===== config.mk =====
export PLATFORM = sky130hd
export DESIGN_NAME = pipe_ctrl_unit
export DESIGN_NICKNAME = d
export VERILOG_FILES = /design/src/rtl/pipe_ctrl_unit.sv
export SDC_FILE = /design/constraint.sdc
export NUM_CORES = 1
export LEC_CHECK = 0
export BUFFER_PORTS_ARGS = -buffer_cell sky130_fd_sc_hd__buf_2
export CORE_UTILIZATION = 47
export CTS_BUF_LIST = sky130_fd_sc_hd__clkbuf_4
export CTS_CLUSTER_DIAMETER = 40
export DETAILED_ROUTE_END_ITERATION = 10
export GPL_TIMING_DRIVEN = 0
export HOLD_SLACK_MARGIN = 0.15
export PLACE_DENSITY = 0.89
export SLEW_MARGIN = 20
export SYNTH_ARGS = -nofsm -noshare
export SYNTH_HDL_FRONTEND = slang
export SYNTH_SLANG_ARGS = --single-unit

===== constraint.sdc =====
create_clock -name clk -period 3.3 [get_ports clk]
set_clock_uncertainty 0.2 [all_clocks]
set_input_delay 0.33 -clock clk [delete_from_list [all_inputs] [get_ports clk]]
set_output_delay 0.33 -clock clk [all_outputs]
set_load 0.05 [all_outputs]

===== src/rtl/pipe_ctrl_unit.sv =====
// pipe_ctrl_unit: parametrised pipeline control.
// Merges per-stage stall requests into a freeze vector and turns MEM-stage
// exception codes into a flush window plus a one-cycle PC redirect.
// Optional feature macro: STALL_WDOG_EN (stall watchdog that forces an
// exception to EXC_VECTOR after WDOG_LIMIT consecutive stall cycles).
// Without the macro wdog_o is tied low and WDOG_LIMIT has no effect.

module pipe_ctrl_unit #(
    parameter int             NUM_STAGES = 6,
    parameter int             DW         = 32,
    parameter logic [DW-1:0]  INT_VECTOR = 'h20,
    parameter logic [DW-1:0]  EXC_VECTOR = 'h40,
    parameter int             FLUSH_LEN  = 1,
    parameter int             CNT_W      = 16,
    parameter int             WDOG_LIMIT = 255
) (
    input  logic                  clk,
    input  logic                  rst,
    input  logic [NUM_STAGES-1:0] stallreq_i,
    input  logic [31:0]           excepttype_i,
    input  logic [DW-1:0]         cp0_epc_i,
    output logic [NUM_STAGES-1:0] stall_o,
    output logic                  flush_o,
    output logic [DW-1:0]         new_pc_o,
    output logic                  redirect_o,
    output logic                  busy_o,
    output logic [CNT_W-1:0]      exc_count_o,
    output logic                  wdog_o
);

    // Exception codes with a dedicated redirect target; every other non-zero
    // code goes to EXC_VECTOR.
    localparam logic [31:0] CODE_INT  = 32'h01;
    localparam logic [31:0] CODE_ERET = 32'h0e;

    localparam logic [0:0] IDLE  = 1'b0;
    localparam logic [0:0] FLUSH = 1'b1;

    // The flush counter only has to hold FLUSH_LEN-1.
    localparam int FCW = (FLUSH_LEN > 1) ? $clog2(FLUSH_LEN) : 1;

    // A pipeline needs at least PC plus one stage, a flush must last at least
    // one cycle, and a zero watchdog limit would fire on every idle cycle.
    generate
        if (NUM_STAGES < 2 || FLUSH_LEN < 1 || WDOG_LIMIT < 1) begin : gIllegalParams
            $error("pipe_ctrl_unit: illegal parameters (NUM_STAGES>=2, FLUSH_LEN>=1, WDOG_LIMIT>=1)");
        end
    endgenerate

    logic [0:0]            state_q,    state_d;
    logic [FCW-1:0]        flushCnt_q, flushCnt_d;
    logic [DW-1:0]         pc_q,       pc_d;
    logic [CNT_W-1:0]      excCount_q, excCount_d;

    logic [NUM_STAGES-1:0] stallVec;
    logic                  excPending;
    logic                  wdogFire;
    logic                  accept;
    logic [DW-1:0]         target;

    // Stall merge: the highest requesting stage freezes itself and everything
    // upstream of it; the PC (bit 0) never raises a request of its own.
    always_comb begin : stallMerge
        logic acc;
        acc      = 1'b0;
        stallVec = '0;
        for (int k = NUM_STAGES - 1; k >= 0; k--) begin
            acc         = acc | (stallreq_i[k] & (k != 0));
            stallVec[k] = acc;
        end
    end

    assign excPending = (excepttype_i != 32'h0);

`ifdef STALL_WDOG_EN
    localparam int WDW = $clog2(WDOG_LIMIT + 1);

    logic [WDW-1:0] wdogCnt_q, wdogCnt_d;

    // The watchdog fires one cycle after the stall run reaches the limit; a
    // real exception in that cycle takes priority and suppresses it.
    assign wdogFire = (state_q == IDLE) && !excPending
                      && (wdogCnt_q == WDW'(WDOG_LIMIT));

    // Count consecutive idle cycles in which the pipeline is actually frozen.
    always_comb begin
        wdogCnt_d = '0;
        if (state_q == IDLE && !accept && stallVec != '0) begin
            wdogCnt_d = wdogCnt_q + 1'b1;
        end
    end

    // Watchdog run-length register.
    always_ff @(posedge clk) begin
        if (rst) begin
            wdogCnt_q <= '0;
        end else begin
            wdogCnt_q <= wdogCnt_d;
        end
    end
`else
    assign wdogFire = 1'b0;
`endif

    assign accept = (state_q == IDLE) && (excPending || wdogFire);

    // Redirect target decode; a watchdog event carries code 0 and therefore
    // lands on EXC_VECTOR along with the other synchronous exceptions.
    always_comb begin
        case (excepttype_i)
            CODE_INT:  target = INT_VECTOR;
            CODE_ERET: target = cp0_epc_i;
            default:   target = EXC_VECTOR;
        endcase
    end

    // Next-state logic: accept in IDLE, then count down the flush window while
    // ignoring codes raised by the instructions being squashed.
    always_comb begin
        state_d    = state_q;
        flushCnt_d = flushCnt_q;
        pc_d       = pc_q;
        excCount_d = excCount_q;
        case (state_q)
            IDLE: begin
                if (accept) begin
                    pc_d = target;
                    if (excCount_q != '1) begin
                        excCount_d = excCount_q + 1'b1;
                    end
                    if (FLUSH_LEN > 1) begin
                        state_d    = FLUSH;
                        flushCnt_d = FCW'(FLUSH_LEN - 1);
                    end
                end
            end
            FLUSH: begin
                flushCnt_d = flushCnt_q - 1'b1;
                if (flushCnt_q == FCW'(1)) begin
                    state_d = IDLE;
                end
            end
            default: begin
                state_d = IDLE;
            end
        endcase
    end

    // State registers; reset also aborts any flush window in progress.
    always_ff @(posedge clk) begin
        if (rst) begin
            state_q    <= IDLE;
            flushCnt_q <= '0;
            pc_q       <= '0;
            excCount_q <= '0;
        end else begin
            state_q    <= state_d;
            flushCnt_q <= flushCnt_d;
            pc_q       <= pc_d;
            excCount_q <= excCount_d;
        end
    end

    // Output decode; everything is held low while reset is asserted so the
    // pipeline sees no spurious stall, flush or redirect during reset.
    always_comb begin
        stall_o     = '0;
        flush_o     = 1'b0;
        new_pc_o    = '0;
        redirect_o  = 1'b0;
        busy_o      = 1'b0;
        exc_count_o = '0;
        wdog_o      = 1'b0;
        if (!rst) begin
            exc_count_o = excCount_q;
            if (state_q == FLUSH) begin
                flush_o  = 1'b1;
                busy_o   = 1'b1;
                new_pc_o = pc_q;
            end else if (accept) begin
                flush_o    = 1'b1;
                redirect_o = 1'b1;
                new_pc_o   = target;
                wdog_o     = wdogFire;
            end else begin
                stall_o = stallVec;
            end
        end
    end

endmodule


Yosys cells after proc, flatten, opt, wreduce, memory -nomap -nowiden --
Cells that the tools add are included.
Word-level totals: flip-flop bits (word level) 50, input bits 72, word-level logic and storage cells 35, output and inout port bits 58
Cells by class: reductions and logical operators 5, add/subtract/negate cells 2, eq/ne operators 3, multiplexer cells 16, bitwise operators 5
Operators with widths (number):
- two-way mux 32 bit | 3
- one-hot mux 32 bit (2 select lines) | 1
- == test 32 x 1 -> 1 bit, second input constant | 1
- == test 32 x 4 -> 1 bit, second input constant | 1
- nonzero test 32 bit | 1
- two-way mux 6 bit | 3
- adder 16 x 1 -> 16 bit, second input constant | 1
- two-way mux 16 bit | 1
- inequality test 16 bit, second input constant | 1
- two-way mux 1 bit | 8
- bitwise OR 1 bit | 4
- AND reduction 3 bit | 1
- AND reduction 2 bit | 1
- OR reduction 2 bit | 1
- logical AND 1 bit | 1
- NOT 1 bit | 1
- subtractor 1 bit, second input constant | 1

Logic depth before layout (Yosys ltp) --
depth in word-level cells 7, depth in mapped cells 7, depth with buffers taken out 6

Least setup slack after synthesis --
No wires, ideal clock.
kind in2out, from input excepttype_i[10], to output stall_o[1], slack 0.003 ns, buffers on the path 2, arrival 2.767 ns, data required time 2.770 ns, cell stages on the path 6, cells stage by stage or4_1 nor4b_1 buf_2 nand2_1 a21oi_1 buf_4
On the way: longest elaborated chain between the ends 5
RTL lines:
- start: declaration | RTL line 20 | input logic [31:0] excepttype_i,
- nonzero test 32 bit | RTL line 73 | assign excPending = (excepttype_i != 32'h0);
- logical AND 1 bit | RTL line 105 | assign accept = (state_q == IDLE) && (excPending || wdogFire);
- two-way mux 6 bit | RTL line 180 | end else if (accept) begin
- two-way mux 6 bit | RTL line 176 | if (state_q == FLUSH) begin
- two-way mux 6 bit | RTL line 174 | if (!rst) begin
- end: declaration | RTL line 22 | output logic [NUM_STAGES-1:0] stall_o,
No other way between the ends.

Worst setup path in the final report --
from input excepttype_i[10], to output new_pc_o[22]
On the way: longest elaborated chain between the ends 5, elaborated cells between the ends (all ways) 8, classes of those cells eq/ne (2); mux (4); reduce/logical (2)
RTL lines:
- == test 32 x 4 -> 1 bit (tied with other cells) | RTL line 110 | case (excepttype_i)
- one-hot mux 32 bit (2 select lines) / logical AND 1 bit (equally long branches) | RTL line 110, 105
- two-way mux 32 bit (*) | RTL line 180
- two-way mux 32 bit (*) | RTL line 176
- two-way mux 32 bit (*) | RTL line 174
- end: declaration | RTL line 24 | output logic [DW-1:0] new_pc_o,
Every way passes the cells marked *; elsewhere a longest branch is shown, timed or not.

==> run summary <==
status: finished clean
H-Tree Depth: 2
Fin. Hold Viols: 0
post-synthesis compound-gate area fraction: 0.235
final worst setup slack: 0.213 ns
min Tclk post-route: 3.09 ns
Post-route DRC: 0
RSZ-0062 raised after global routing: false
Vias/cell: 5.60
max_cap viols: 0
Seq cells post-synth: 50
Final HPWL DP: 5240 µm
Initial DRC Count: 124
Ant. Diodes: 0
Total Wirelength: 7670 µm
worst path arrival time: 2.56 ns
row count: 26
Worst EP required: 2.77 ns
Final Cycle Share: 0.936
pre-CTS setup slack: 0.219 ns
Max VDD drop: 0.000234 V
CTS tree: done
Placed Instances: 474
Primary FF master, synth: dfxtp_1
storage element area: 0.00100 mm²
Syn Area/Cell: 9.20 µm²
chip height: 75.8 µm
Layout Utilization: 0.708
Total GRT Usage: 0.250
Int Pwr: 0.845 mW
clock network power share: 0.323
top-count cell post-synth: a22o_1
first drt pass iteration count: 5
Power Density: 301 mW/mm²
critical path class: in2out
global-route wire length before repair: 10900 µm
CTS Sinks: 50
die area: 0.00574 mm²
CORE AREA: 0.00517 mm²
share of cells above drive strength 1: 0.367
sequential power share: 0.555
Worst Hold Class: in2reg
Worst slew margin: 0.424
vias in the first global route: 2535
Post-synth ARST share: 0
mux contribution to synthesized area: 0.0660
Initial Util: 0.495
P_sw: 0.257 mW
clk root buf: clkbuf_4
CTS Buf Count: 5
synthesized-area fraction occupied by adder cells: 0.00489
Net Sw Frac: 0.233
CP startpoint kind: input port
area leader, netlist: dfxtp_1
# port buffers: 126
Leak Pwr: 1.70 nW
Synth Area in Simple Gates: 0.237
RePlAce Congestion: 0.885
Clock Pin Slew Worst Setup and Hold Paths: 0.14 ns
ranking of synthesized cells by area: dfxtp_1 39%, a22o_1 21%, mux2_2 6.6%
final net count: 514
post-synth top area share: 0.391
fin. max-slew vios: 0
post-synthesis xor/xnor area fraction: 0.00342
fmax: 0.324 GHz
critical path peak fanout: 10
deepest clock path buffer count: 2
Worst Tran Pin Value: 0.857 ns
Clk Latency, worst-skew pair: 0.35 ns
YS warnings: 0
Setup crit end kind: output port
syn_nets: 351
main combinational cell family by area after synthesis: simple AND/OR/NAND/NOR gates
Final ANT Viol Nets: 0
Unique masters post-synth: 35
Post-Layout Cell Count: 512
DR WL/cell: 15.0 µm
post-synthesis sequential area ratio: 0.391
Layout area overhead: 43.0%
IO Count: 130
multi-input gate area in the final layout: 0.00140 mm²
die width: 75.8 µm
combinational power share: 0.122
commonest cells in the synthesized netlist: 60 x a22o_1, 50 x dfxtp_1, 30 x nor2_1
final-layout fill cell count: 421
Synth Cell Area: 0.00256 mm²
Post-Syn Instances: 278
largest net degree at the start of global routing: 16
via count: 2869
initial antenna violation count: 0
EDFF count, synth: 0
Fin Setup TNS: 0 ns
final setup fails: 0
gr ovfl total: 0
## logic make-up after synthesis
kind of cell,after synthesis
flops,50
xor+xnor,1
buf+inv,27
mux,15
simple gates,111
compound gates,72
other cells,1
fa+ha+maj,1
## area by class of cell
type / count / share of cell area
Buffer: 24 / 0.0397
Clock buffer: 6 / 0.0123
Clock inverter: 2 / 0.0103
Inverter: 3 / 0.00308
Multi-Input combinational cell: 201 / 0.383
Sequential cell: 50 / 0.274
Tap cell: 70 / 0.0239
Timing Repair Buffer: 156 / 0.254
## what timing repair did
action / CTS / global route
buffers inserted: 0 / 0
hold endpoints to repair: 30 / 0
setup endpoints to repair: 0 / 0
hold buffers: 30 / 0
resized for setup: 0 / 0
## path summary, 6_finish.rpt
| path | from | endpoint | slack, ns | cells after the start |
|---|---|---|---|---|
| worst max-delay path | excepttype_i[10] | new_pc_o[22] | 0.21 | 7 |
| worst min-delay path | cp0_epc_i[5] | pc_q[5] | 0.20 | 4 |
| worst max register to register | excCount_q[0] | excCount_q[1] | 0.67 | 6 |
| worst min register to register | flushCnt_q | state_q | 0.26 | 1 |
## per-stage QoR
| stage | hold WS [ns] | total power, mW | area, µm² |
|---|---|---|---|
| after CTS | 0.185 | 1.11 | 3660 |
| after detailed placement | 0.246 | 0.729 | 3280 |
| after global placement | 0.229 | 0.725 | 3280 |
| after global routing | 0.214 | 1.15 | 3660 |
| final | 0.199 | 1.10 | 3660 |
| after floorplan | 0.224 | 0.669 | 2560 |
## power groups by stage
stage | Sequential [mW] | Clock (mW) | Combinational, mW
6_report | 0.612 | 0.356 | 0.134
5_1_grt | 0.613 | 0.387 | 0.145
4_1_cts | 0.612 | 0.364 | 0.131
3_5_place_dp | 0.625 | 0 | 0.103
3_3_place_gp | 0.625 | 0 | 0.0998
2_1_floorplan | 0.624 | 0 | 0.0445
## flip-flops by register name, indices dropped and copies added, names as in the netlist
| signal | count |
|---|---|
| state_q | 1 |
| flushCnt_q | 1 |
| pc_q | 32 |
| excCount_q | 16 |
## worst max-delay path, stage by stage
cell and delay [ns]:
buf_2 0.10, or4_1 0.54, or3_4 0.42, nor4_4 0.51
buf_6 0.23, a22o_1 0.15, buf_2 0.27
## cell usage in the layout (no fill, tap or decap), types with 2 or more instances in the layout
master	synthesis	routed
nor2_1	30	30
nor2b_1	16	16
a22o_1	60	60
dlygate4sd3_1	0	30
nor3_1	13	13
nand3_1	7	7
clkbuf_1	12	12
and3_1	2	2
or3_1	2	2
dfxtp_1	50	50
a21oi_1	5	5
inv_1	3	3
or4_1	2	2
buf_2	2	128
nor4b_1	2	2
buf_4	2	2
clkbuf_4	0	6
buf_1	2	2
o21ai_0	2	2
nand4_1	5	5
nand2_1	10	10
nor4_1	17	17
buf_6	6	6
mux2_2	15	15
## per-layer routing
| metal | part of all wire | track usage |
|---|---|---|
| met5 | 0 | 0 |
| met4 | 0.022 | 0.0761 |
| met3 | 0.065 | 0.0503 |
| met2 | 0.51 | 0.477 |
| met1 | 0.40 | 0.276 |
Note: power is estimated with default switching activity, not from simulation.
